===== src/rtl/cpu_sequencer.sv =====
// Purpose: arbitrates the single RAM port between the host loader and the cpuv2 core, and boots, stops and times core runs.
// Latency: WRITE takes 2 cycles from accept to ready; READ gives rsp_valid 3 cycles after accept; RUN releases cpu_reset 2 cycles after accept.
// Backpressure: cmd_ready is high only in IDLE and RUN. Commands other than STOP that arrive during RUN are consumed and answered with cmd_error.
module cpu_sequencer #(
    parameter int addr_width = 9
) (
    input  logic                  clk,
    input  logic                  reset,
    // host command side
    input  logic                  cmd_valid,
    output logic                  cmd_ready,
    input  logic [1:0]            cmd_op,
    input  logic [addr_width-1:0] cmd_addr,
    input  logic [7:0]            cmd_data,
    output logic                  rsp_valid,
    output logic [7:0]            rsp_data,
    output logic                  cmd_error,
    output logic                  running,
    output logic                  done,
    output logic [31:0]           run_cycles,
    // core control and memory request
    output logic                  cpu_reset,
    output logic                  cpu_halt,
    output logic [addr_width-1:0] cpu_start_address,
    input  logic                  cpu_halted,
    input  logic [addr_width-1:0] cpu_raddr,
    input  logic [addr_width-1:0] cpu_waddr,
    input  logic                  cpu_write,
    input  logic [7:0]            cpu_wdata,
    output logic [7:0]            cpu_rdata,
    // RAM port
    output logic [addr_width-1:0] mem_raddr,
    output logic [addr_width-1:0] mem_waddr,
    output logic                  mem_write,
    output logic [7:0]            mem_data_in,
    input  logic [7:0]            mem_data_out
);

    localparam logic [1:0] OP_WRITE = 2'd0;
    localparam logic [1:0] OP_READ  = 2'd1;
    localparam logic [1:0] OP_RUN   = 2'd2;
    localparam logic [1:0] OP_STOP  = 2'd3;

    typedef enum logic [2:0] {
        S_IDLE,
        S_WRITE,
        S_READ1,
        S_READ2,
        S_READ3,
        S_BOOT,
        S_RUN,
        S_STOPPING
    } state_t;

    state_t state, state_next;
    logic   ready_st;
    logic   cmd_fire;
    logic   core_owns;

    logic [addr_width-1:0] host_raddr;
    logic [addr_width-1:0] host_waddr;
    logic [7:0]            host_wdata;
    logic [addr_width-1:0] start_addr;

    // Commands are held off while the reset is asserted so that nothing is latched during an abort.
    assign cmd_ready = ready_st & ~reset;
    assign cmd_fire  = cmd_valid & cmd_ready;
    assign core_owns = (state == S_RUN) || (state == S_STOPPING);

    assign running           = core_owns;
    assign cpu_reset         = reset | ~core_owns;
    assign cpu_halt          = (state == S_STOPPING);
    assign cpu_start_address = start_addr;
    assign cpu_rdata         = mem_data_out;

    // RAM port mux: the core drives it in RUN and STOPPING, and the host registers drive it otherwise.
    // A stray write request from the core is suppressed while the host owns the port.
    assign mem_raddr   = core_owns ? cpu_raddr : host_raddr;
    assign mem_waddr   = core_owns ? cpu_waddr : host_waddr;
    assign mem_data_in = core_owns ? cpu_wdata : host_wdata;
    assign mem_write   = core_owns ? cpu_write : (state == S_WRITE);

    // State register
    always_ff @(posedge clk) begin
        if (reset) state <= S_IDLE;
        else       state <= state_next;
    end

    // Next-state logic and per-state command readiness
    always_comb begin
        state_next = state;
        ready_st   = 1'b0;
        case (state)
            S_IDLE: begin
                ready_st = 1'b1;
                if (cmd_valid) begin
                    case (cmd_op)
                        OP_WRITE: state_next = S_WRITE;
                        OP_READ:  state_next = S_READ1;
                        OP_RUN:   state_next = S_BOOT;
                        default:  state_next = S_IDLE;
                    endcase
                end
            end
            S_WRITE: state_next = S_IDLE;
            S_READ1: state_next = S_READ2;
            S_READ2: state_next = S_READ3;
            S_READ3: state_next = S_IDLE;
            S_BOOT:  state_next = S_RUN;
            S_RUN: begin
                ready_st = 1'b1;
                // A halt instruction takes priority over a STOP that arrives in the same cycle.
                if (cpu_halted)
                    state_next = S_IDLE;
                else if (cmd_valid && cmd_op == OP_STOP)
                    state_next = S_STOPPING;
            end
            S_STOPPING: begin
                if (cpu_halted) state_next = S_IDLE;
            end
            default: state_next = S_IDLE;
        endcase
    end

    // Host registers, response capture, error pulse, done flag and run-cycle counter
    always_ff @(posedge clk) begin
        if (reset) begin
            host_raddr <= '0;
            host_waddr <= '0;
            host_wdata <= '0;
            start_addr <= '0;
            rsp_valid  <= 1'b0;
            rsp_data   <= '0;
            cmd_error  <= 1'b0;
            done       <= 1'b0;
            run_cycles <= '0;
        end else begin
            rsp_valid <= 1'b0;
            cmd_error <= 1'b0;

            if (state == S_IDLE && cmd_fire) begin
                case (cmd_op)
                    OP_WRITE: begin
                        host_waddr <= cmd_addr;
                        host_wdata <= cmd_data;
                    end
                    OP_READ: host_raddr <= cmd_addr;
                    OP_RUN: begin
                        start_addr <= cmd_addr;
                        done       <= 1'b0;
                        run_cycles <= '0;
                    end
                    default: ;
                endcase
            end

            // The RAM output reflects the address presented in READ1 during READ2, so capture it here and present it in READ3.
            if (state == S_READ2) begin
                rsp_data  <= mem_data_out;
                rsp_valid <= 1'b1;
            end

            if (state == S_RUN && cmd_fire && cmd_op != OP_STOP)
                cmd_error <= 1'b1;

            if (core_owns && run_cycles != 32'hFFFF_FFFF)
                run_cycles <= run_cycles + 32'd1;

            if (state == S_RUN && cpu_halted)
                done <= 1'b1;
        end
    end

endmodule


===== config.mk =====
export PLATFORM = sky130hd
export DESIGN_NAME = cpu_sequencer
export DESIGN_NICKNAME = d
export VERILOG_FILES = /design/src/rtl/cpu_sequencer.sv
export SDC_FILE = /design/constraint.sdc
export NUM_CORES = 1
export LEC_CHECK = 0
export BUFFER_PORTS_ARGS = -buffer_cell sky130_fd_sc_hd__buf_2
export CAP_MARGIN = 40
export CORE_ASPECT_RATIO = 1.5
export CORE_UTILIZATION = 50
export CTS_CLUSTER_DIAMETER = 30
export CTS_CLUSTER_SIZE = 12
export DETAILED_ROUTE_END_ITERATION = 7
export PLACE_DENSITY = 0.81
export SETUP_SLACK_MARGIN = 0.5
export SLEW_MARGIN = 20
export SYNTH_ARGS = -nofsm -noshare
export SYNTH_HDL_FRONTEND = slang
export SYNTH_SLANG_ARGS = --single-unit

===== constraint.sdc =====
create_clock -name clk -period 2.45 [get_ports clk]
set_clock_uncertainty 0.1 [all_clocks]
set_input_delay 0.49 -clock clk [delete_from_list [all_inputs] [get_ports clk]]
set_output_delay 0.49 -clock clk [all_outputs]
set_load 0.01 [all_outputs]

==> impl_metrics.csv, run 1 <==
group,metric,value,unit
run_status,status,"finished, final reports clean",
clock_tree,cts-root-buf,"clkbuf_16",
placed_design,dp.cells,761,
cells_and_area,diodes,0,
timing,relSlewSlack,53.5,%
clock_tree,cts_max_path_buffers,2,
route,ant_nets,0,
logic_synthesis,synth_top_area_share,40.4,%
route,drt_iter0_drc,532,
min_path,holdPathEnd,"host_wdata[6]",
clock_tree,clk_latency,0.35,ns
logic_synthesis,synth_warnings,0,
logic_synthesis,yosysSeqAreaShare,40.4,%
logic_synthesis,yosysTopAreaCell,"dfxtp_1",
worst_setup_path,rr_worst_depth,7,
worst_setup_path,crit_type,"reg -> reg",
logic_synthesis,synth_edf_count,0,
min_path,holdCritStartpoint,"cmd_data[6]",
clock_tree,hold_buffers,0,
timing,setup_tns,0,ns
clock_tree,cts_max_level,3,
timing,period_share,89.5,%
logic_synthesis,ys.flop_type,"dfxtp_1",
timing,layout_min_cycle_time,2.19,ns
floorplan,initial_utilization,52.0,%
cells_and_area,drive_above_1_share,46.6,%
clock_tree,cts_tree,"built",
global_routing,grt_pass1_wl,20.7,mm
min_path,min_path_cells,3,
timing,rsz0062_at_grt,"true",
min_path,worstHoldPathType,"in -> reg",
route,wire_per_inst,18.9,um
placed_design,pre_cts_ws,0.207,ns
placed_design,dp_hpwl,8.10,mm
timing,setup_viol,0,
timing,slew_violations,0,
worst_setup_path,cp.arrival,2.32,ns
timing,fin_ws,0.258,ns
logic_synthesis,synthArstFlopShare,0,%
run,cap_violations,0,
route,viasPerCell,6.10,
power,total_power,3.71,mW
power,leakagePower,2.91,nW
route,drt-pass1-iter-count,5,
logic_synthesis,synth_cells,537,
floorplan,die_area,8390,um^2
worst_setup_path,r2r_slack,0.26,ns
floorplan,die_width,75.1,um
global_routing,grt_usage,32.1,%
floorplan,placement_rows,39,
logic_synthesis,synthTopCellsByArea,"dfxtp_1 (40%), nand2_1 (16%), a21oi_1 (5.6%)",
cells_and_area,finalNetCount,788,
clock_tree,cts.reportedPaths.clkPinSlew,0.06,ns
floorplan,die_height,112,um
logic_synthesis,syn_avg_cell_area,7.47,um^2
power,ir_drop,0.000615,V
global_routing,grt_overflow,0,
worst_setup_path,start_kind,"flip-flop",
global_routing,grt_max_degree,53,
cells_and_area,fin_cells,836,
worst_setup_path,required,2.58,ns
worst_setup_path,r2r-start,"run_cycles[10]",
global_routing,grt_pass1_vias,4434,
route,wirelength,15.8,mm
cells_and_area,syn_to_final_growth,56.1,%
placed_design,gp_congestion,0.901,
floorplan,io-pin-count,149,
floorplan,core_area,7710,um^2
logic_synthesis,synth_cell_type_count,53,
timing,clock.fmax,456,MHz
timing,finalHoldViolations,0,
worst_setup_path,crit_path_end_kind,"flip-flop",
placed_design,portBuffers,148,
clock_tree,clock-sinks,81,
logic_synthesis,synth-seq-cells,81,
logic_synthesis,syn-num-nets,596,
worst_setup_path,rr_endpoint,"run_cycles[18]",
timing,worstMarginPinSlew,0.695,ns
global_routing,antenna_found_initial,0,
clock_tree,cts_buffers,9,
route,drc,0,
worst_setup_path,crit_fanout,7,
logic_synthesis,syn-cell-area,4010,um^2
route,vias,5102,
power,power_per_cell_area,592,nW/um^2
## report_power, final
group | internal, mW | leakage (nW) | switching (mW)
clock | 1.15 | 0.186 | 0.550
sequential | 1.35 | 0.670 | 0.0422
combinational | 0.273 | 2.06 | 0.347
total | 2.77 | 2.91 | 0.939
## through the flow
stage                     area, um^2  hold WS [ns]  utilization (%)
after floorplan                 4110         0.337                -
after global placement          4860         0.339             63.0
after detailed placement        4860         0.343             63.0
after CTS                       5670         0.282             73.5
after global routing            6260         0.280             81.2
final                           6260         0.280             81.2
## sequential cells by signal, summed over array words and instances, names as in the netlist
| signal | cells |
|---|---|
| run_cycles | 32 |
| done | 1 |
| host_waddr | 9 |
| rsp_valid | 1 |
| host_wdata | 8 |
| host_raddr | 9 |
| cpu_start_address | 9 |
| rsp_data | 8 |
| state | 3 |
| cmd_error | 1 |
## cell usage after synthesis (10+ instances only)
master	instances
a21oi_1	45
a31oi_1	10
buf_4	10
clkbuf_1	23
dfxtp_1	81
mux2i_1	10
nand2_1	169
nand3_1	24
nand4_1	11
nor2_1	22
nor3_1	13
nor4_1	10
## routing by layer
layer	vias to the layer above	track usage [%]	wire length, um	part of all wire [%]
met3	82	8.78	1290	8.2
li1	2277	-	-	-
met5	-	0	0	0
met1	2367	35.0	5450	34
met4	0	18.0	824	5.2
met2	376	54.2	8280	52
## cell usage in the layout (no fill, tap or decap), types with 5 or more instances in the layout
cell type  count
a211o_1        5
nand3_1       22
o31ai_1        5
dfxtp_4       12
nand2_4        7
nor3_2         6
buf_4         48
nand4_1       11
buf_2        145
inv_1          6
nor4_4         5
nand2_2       17
clkbuf_16     10
a21oi_2        7
a31oi_1        9
buf_6         19
dfxtp_1       56
mux2i_1       10
dfxtp_2       13
and3_1         8
nand2_1      144
nor3_1         5
nor4_1         5
a21oi_1       38
nor2_1        20
## area by class of cell
cell class / instances / area (um^2)
Clock inverter: 5 / 125
Inverter: 8 / 37.5
Tap cell: 102 / 128
Clock buffer: 11 / 253
Sequential cell: 81 / 1680
Timing Repair Buffer: 219 / 1440
Fill cell: 474 / 1450
Multi-Input combinational cell: 410 / 2600
## worst max path at each step
stage | startpoint | to | slack [ns] | cells past startpoint
final | run_cycles[10] | run_cycles[18] | 0.26 | 7
after global routing | run_cycles[10] | run_cycles[26] | 0.19 | 8
after CTS | run_cycles[23] | run_cycles[29] | 0.50 | 5
after detailed placement | run_cycles[0] | run_cycles[4] | 0.21 | 6
after global placement | run_cycles[0] | run_cycles[22] | 0.29 | 7
after floorplan | run_cycles[15] | run_cycles[31] | 0.40 | 7
## cell families (layout without fill, tap and decap cells)
family / count (synthesis) / after routing / share of synthesized area [%]
adder cells (fa/ha/maj): 1 / 1 / 0.312
XOR/XNOR: 3 / 3 / 0.655
multiplexers: 10 / 10 / 2.50
flip-flops: 81 / 81 / 40.4
buffers and inverters: 50 / 243 / 6.24
AO/OA/AOI/OAI: 103 / 105 / 16.3
AND/OR/NAND/NOR: 289 / 291 / 33.6
## worst max-delay path, stage by stage, from the launching register on
cell and delay (ns):
dfxtp_1 0.43, nand4_1 0.29, nor4_4 0.23, buf_4 0.22, buf_6 0.15, a31o_4 0.28
nor4_1 0.09, a211o_1 0.28
## what timing repair did
item / CTS / global route
pin swaps: 9 / 63
buffers inserted: 24 / 27
setup endpoints to repair: 79 / 54
resized for setup: 53 / 89
gates cloned: 3 / 5
No activity file was read; power rests on OpenSTA's default activity.
==> run 2, diff against run 1 <==
--- a/config.mk
+++ b/config.mk
@@ -13,7 +13,7 @@
 export CTS_CLUSTER_SIZE = 12
 export DETAILED_ROUTE_END_ITERATION = 7
 export PLACE_DENSITY = 0.81
-export SETUP_SLACK_MARGIN = 0.5
+export SETUP_SLACK_MARGIN = 0.2
 export SLEW_MARGIN = 20
 export SYNTH_ARGS = -nofsm -noshare
 export SYNTH_HDL_FRONTEND = slang
==> run 2 against run 1 <==
Net effect: power fell by 16%; critical path depth fell by 2; critical path type unchanged; worst setup slack improved by 0.016 ns; flip-flop and latch count did not move; largest power group is now registers; cell count fell by 6.3%.
==> impl_metrics.csv, run 2 (synthesis gave the netlist of run 1 again) <==
group,metric,value,unit
clock_tree,clk_latency,0.34,ns
power,p_int,2.31,mW
cells_and_area,syn_to_final_growth,28.9,%
clock_tree,cts_buffers,9,
placed_design,gp_congestion,0.857,
worst_setup_path,cp.arrival,2.36,ns
cells_and_area,finalNetCount,735,
route,drt_iter0_drc,238,
cells_and_area,final_cell_mix,"nand2_1 (168), buf_2 (148), dfxtp_1 (79)",
timing,period_share,88.8,%
worst_setup_path,start_kind,"flip-flop",
timing,clock.fmax,459,MHz
placed_design,dp_hpwl,8.19,mm
floorplan,core_area,7710,um^2
cells_and_area,post-route-util,67.1,%
route,wire_per_inst,14.4,um
cells_and_area,largest_register_ffs,32,
cells_and_area,layout_commonest_cell,"nand2_1",
power,combinationalPowerShare,13.5,%
floorplan,initial_utilization,52.0,%
cells_and_area,max_flop_register,"run_cycles",
clock_tree,hold_buffers,0,
power,p_sw,822,uW
timing,slew_violations,0,
cells_and_area,nFillCells,682,
timing,rsz0062_at_grt,"true",
floorplan,die_width,75.1,um
power,leakagePower,2.40,nW
floorplan,io-pin-count,149,
floorplan,placement_rows,39,
run,cap_violations,0,
run_status,status,"finished, final reports clean",
cells_and_area,drive_above_1_share,30.1,%
route,wirelength,11.3,mm
power,p_clk_share,42.0,%
clock_tree,cts_tree,"built",
worst_setup_path,crit_fanout,7,
timing,setup_tns,0,ns
clock_tree,cts.reportedPaths.clkPinSlew,0.06,ns
route,drc,0,
clock_tree,cts_max_path_buffers,2,
global_routing,grt_pass1_vias,3979,
timing,setup_viol,0,
floorplan,die_height,112,um
clock_tree,cts-root-buf,"clkbuf_16",
global_routing,grt_overflow,0,
power,seq_power_share,44.5,%
global_routing,grt_usage,26.7,%
min_path,worstHoldPathType,"in -> reg",
worst_setup_path,crit_path_end_kind,"flip-flop",
global_routing,grt_max_degree,58,
clock_tree,clock-sinks,81,
power,ir_drop,0.000411,V
worst_setup_path,required,2.63,ns
worst_setup_path,crit_type,"reg -> reg",
power,power_per_cell_area,605,nW/um^2
route,ant_nets,0,
floorplan,die_area,8390,um^2
cells_and_area,diodes,0,
clock_tree,cts_max_level,3,
global_routing,antenna_found_initial,0,
global_routing,grt_pass1_wl,17.5,mm
power,sw_frac_of_total,26.3,%
timing,relSlewSlack,60.6,%
timing,worstMarginPinSlew,0.590,ns
route,vias,4403,
route,drt-pass1-iter-count,4,
timing,layout_min_cycle_time,2.18,ns
placed_design,portBuffers,148,
route,viasPerCell,5.62,
timing,finalHoldViolations,0,
-- run 2: critical path, stage by stage, from the launching register on --
cell     delay [ns]
dfxtp_1        0.44
nand4_2        0.22
or4_4          0.59
or4_1          0.52
a21oi_1        0.17
a21o_1         0.09
-- run 2: repair_timing --
| action | 4_1_cts | 5_1_grt |
|---|---|---|
| pin swaps | 0 | 2 |
| setup buffers | 0 | 2 |
| endpoints found under the setup margin | 30 | 38 |
| gates resized for setup | 3 | 8 |
| gates cloned | 0 | 0 |
-- run 2: path summary, 6_finish.rpt --
kind | from | endpoint | slack [ns] | cells past startpoint
min reg2reg | cpu_start_address[6] | cpu_start_address[6] | 0.35 | 2
max | run_cycles[17] | run_cycles[29] | 0.27 | 5
max reg2reg | run_cycles[17] | run_cycles[29] | 0.27 | 5
min | cmd_data[5] | host_wdata[5] | 0.29 | 3
-- run 2: cell type report --
| cell class | count | area (um^2) | area share [%] |
|---|---|---|---|
| Inverter | 8 | 30.0 | 0.581 |
| Sequential cell | 81 | 1620 | 31.4 |
| Clock buffer | 9 | 225 | 4.35 |
| Multi-Input combinational cell | 406 | 2180 | 42.1 |
| Timing Repair Buffer | 170 | 918 | 17.8 |
| Clock inverter | 7 | 71.3 | 1.38 |
| Tap cell | 102 | 128 | 2.47 |
-- run 2: power groups by stage --
stage / Clock (mW) / Combinational [mW] / Sequential [mW]
final: 1.32 / 0.422 / 1.39
after global routing: 1.40 / 0.470 / 1.40
after CTS: 1.34 / 0.417 / 1.39
after detailed placement: 0 / 0.412 / 1.42
after global placement: 0 / 0.402 / 1.42
after floorplan: 0 / 0.263 / 1.40
-- run 2: metal layers --
| layer | wire [um] | GRT usage (%) | vias to the layer above |
|---|---|---|---|
| li1 | - | - | 2159 |
| met1 | 4440 | 28.8 | 2036 |
| met2 | 5750 | 47.8 | 187 |
| met3 | 788 | 6.15 | 21 |
| met4 | 271 | 12.0 | 0 |
| met5 | 0 | 0 | - |
-- run 2: through the flow --
stage | area, um^2 | worst slack (ns) | hold slack, ns | power [mW] | cells
floorplan | 4010 | 0.284 | 0.337 | 1.67 | 537
global placement | 4810 | 0.282 | 0.340 | 1.82 | 765
detailed placement | 4810 | 0.199 | 0.347 | 1.83 | 765
CTS | 5120 | 0.190 | 0.285 | 3.14 | 781
global route | 5170 | 0.184 | 0.294 | 3.26 | 783
finish | 5170 | 0.274 | 0.294 | 3.13 | 783
==> run 3, diff against run 2 <==
--- a/config.mk
+++ b/config.mk
@@ -12,7 +12,7 @@
 export CTS_CLUSTER_DIAMETER = 30
 export CTS_CLUSTER_SIZE = 12
 export DETAILED_ROUTE_END_ITERATION = 7
-export PLACE_DENSITY = 0.81
+export PLACE_DENSITY = 0.83
 export SETUP_SLACK_MARGIN = 0.2
 export SLEW_MARGIN = 20
 export SYNTH_ARGS = -nofsm -noshare
==> run 3 against run 2 <==
Net effect: sequential share of layout area fell by 0.43 points; count of clock-buffer cells in the layout rose by 1; flip-flop and latch count did not move; critical path type unchanged; largest cell class unchanged; highest routed layer unchanged.
==> impl_metrics.csv, run 3 (synthesis gave the netlist of run 1 again) <==
group,metric,value,unit
run_status,status,"finished, final reports clean",
worst_setup_path,crit_fanout,17,
cells_and_area,final_cell_mix,"nand2_1 (168), buf_2 (148), dfxtp_1 (78)",
worst_setup_path,r2r_slack,0.27,ns
min_path,holdCritStartpoint,"cmd_data[0]",
cells_and_area,layout_commonest_cell,"nand2_1",
timing,fin_ws,0.272,ns
cells_and_area,fin_area,5260,um^2
floorplan,die_height,112,um
worst_setup_path,rr_worst_depth,8,
route,viasPerCell,5.69,
min_path,min_path_cells,3,
timing,period_share,88.9,%
min_path,worstHoldPathType,"in -> reg",
global_routing,grt_pass1_vias,4026,
placed_design,dp_hpwl,8.11,mm
placed_design,pre_cts_ws,0.162,ns
timing,rsz0062_at_grt,"false",
route,wire_per_inst,15.3,um
floorplan,die_width,75.1,um
route,wirelength,12.0,mm
timing,clock.fmax,459,MHz
global_routing,grt_overflow,0,
timing,setup_viol,0,
cells_and_area,finalNetCount,737,
floorplan,placement_rows,39,
floorplan,die_area,8390,um^2
global_routing,grt_max_degree,58,
route,drt_iter0_drc,203,
route,vias,4459,
timing,worstMarginPinSlew,0.623,ns
clock_tree,clock-sinks,81,
clock_tree,cts_tree,"built",
power,power_per_cell_area,642,nW/um^2
cells_and_area,syn_to_final_growth,31.0,%
cells_and_area,max_flop_register,"run_cycles",
worst_setup_path,rr_endpoint,"run_cycles[15]",
global_routing,grt_usage,28.4,%
worst_setup_path,crit_path_end_kind,"flip-flop",
worst_setup_path,crit_type,"reg -> reg",
power,total_power,3.37,mW
cells_and_area,largest_register_ffs,32,
clock_tree,cts.reportedPaths.clkPinSlew,0.06,ns
floorplan,io-pin-count,149,
worst_setup_path,r2r-start,"run_cycles[16]",
timing,slew_violations,0,
worst_setup_path,start_kind,"flip-flop",
timing,finalHoldViolations,0,
cells_and_area,nFillCells,650,
timing,layout_min_cycle_time,2.18,ns
cells_and_area,seqCellArea,1630,um^2
placed_design,gp_congestion,0.936,
clock_tree,cts-root-buf,"clkbuf_16",
route,drc,0,
cells_and_area,diodes,0,
clock_tree,cts_max_level,3,
clock_tree,cts_buffers,9,
cells_and_area,drive_above_1_share,30.5,%
cells_and_area,post-route-util,68.2,%
worst_setup_path,cp.arrival,2.31,ns
clock_tree,hold_buffers,0,
worst_setup_path,required,2.58,ns
route,drt-pass1-iter-count,5,
cells_and_area,multiInputGateArea,2180,um^2
global_routing,antenna_found_initial,0,
clock_tree,cts_max_path_buffers,2,
placed_design,placed_area,4810,um^2
placed_design,portBuffers,148,
min_path,holdPathEnd,"host_wdata[0]",
clock_tree,clk_latency,0.34,ns
global_routing,grt_pass1_wl,18.4,mm
timing,relSlewSlack,58.5,%
run,cap_violations,0,
power,ir_drop,0.000459,V
floorplan,initial_utilization,52.0,%
timing,setup_tns,0,ns
floorplan,core_area,7710,um^2
power,leakagePower,2.44,nW
route,ant_nets,0,
==> run 3: layout make-up <==
cell class	count	share of cell area, %
multi-input cells	406	41.4
flip-flops and latches	81	31.0
repair buffers	172	18.1
clock buffers	10	4.55
well taps	102	2.43
clock inverters	5	1.98
inverters	8	0.571
==> run 3: where the power goes <==
group / leakage [nW] / internal (mW) / switching, mW / total, mW
registers: 0.655 / 1.35 / 0.0372 / 1.39
clock network: 0.169 / 1.02 / 0.529 / 1.55
logic: 1.62 / 0.174 / 0.262 / 0.436
==> run 3: worst max-delay path by stage <==
stage                     end            from  slack, ns  cells after the start
2_1_floorplan  run_cycles[25]   run_cycles[0]       0.28                      8
3_3_place_gp   run_cycles[29]  run_cycles[13]       0.27                      5
3_5_place_dp    run_cycles[4]   run_cycles[1]       0.16                      7
4_1_cts         run_cycles[4]   run_cycles[1]       0.16                      7
5_1_grt        run_cycles[15]  run_cycles[16]       0.18                      8
6_report       run_cycles[15]  run_cycles[16]       0.27                      8
==> run 3: timing repair <==
action                     4_1_cts  5_1_grt
gates resized for setup          3       11
pin swaps                        0        1
gates cloned                     0        1
setup endpoints to repair       31       54
buffers inserted                 0        4
==> run 3: metrics by stage <==
step | hold slack [ns] | std cells
global placement | 0.340 | 764
finish | 0.279 | 784
global route | 0.282 | 784
CTS | 0.274 | 779
detailed placement | 0.347 | 764
floorplan | 0.337 | 537
==> run 3: worst max-delay path, cell delays in order, from the launching register on <==
cell and delay, ns:
dfxtp_1 0.46, nand4_2 0.16, buf_4 0.19, nor4_4 0.24, buf_4 0.19, a31oi_1 0.08
buf_4 0.21, and3_1 0.18, a211o_1 0.25
==> run 3: layer usage <==
metal  track usage [%]  share of wire, %  vias up
met4              16.0               2.5        0
met5                 0                 0        -
li1                  -                 -     2166
met1              30.3                39     2071
met3              6.33               6.5       27
met2              49.5                52      195
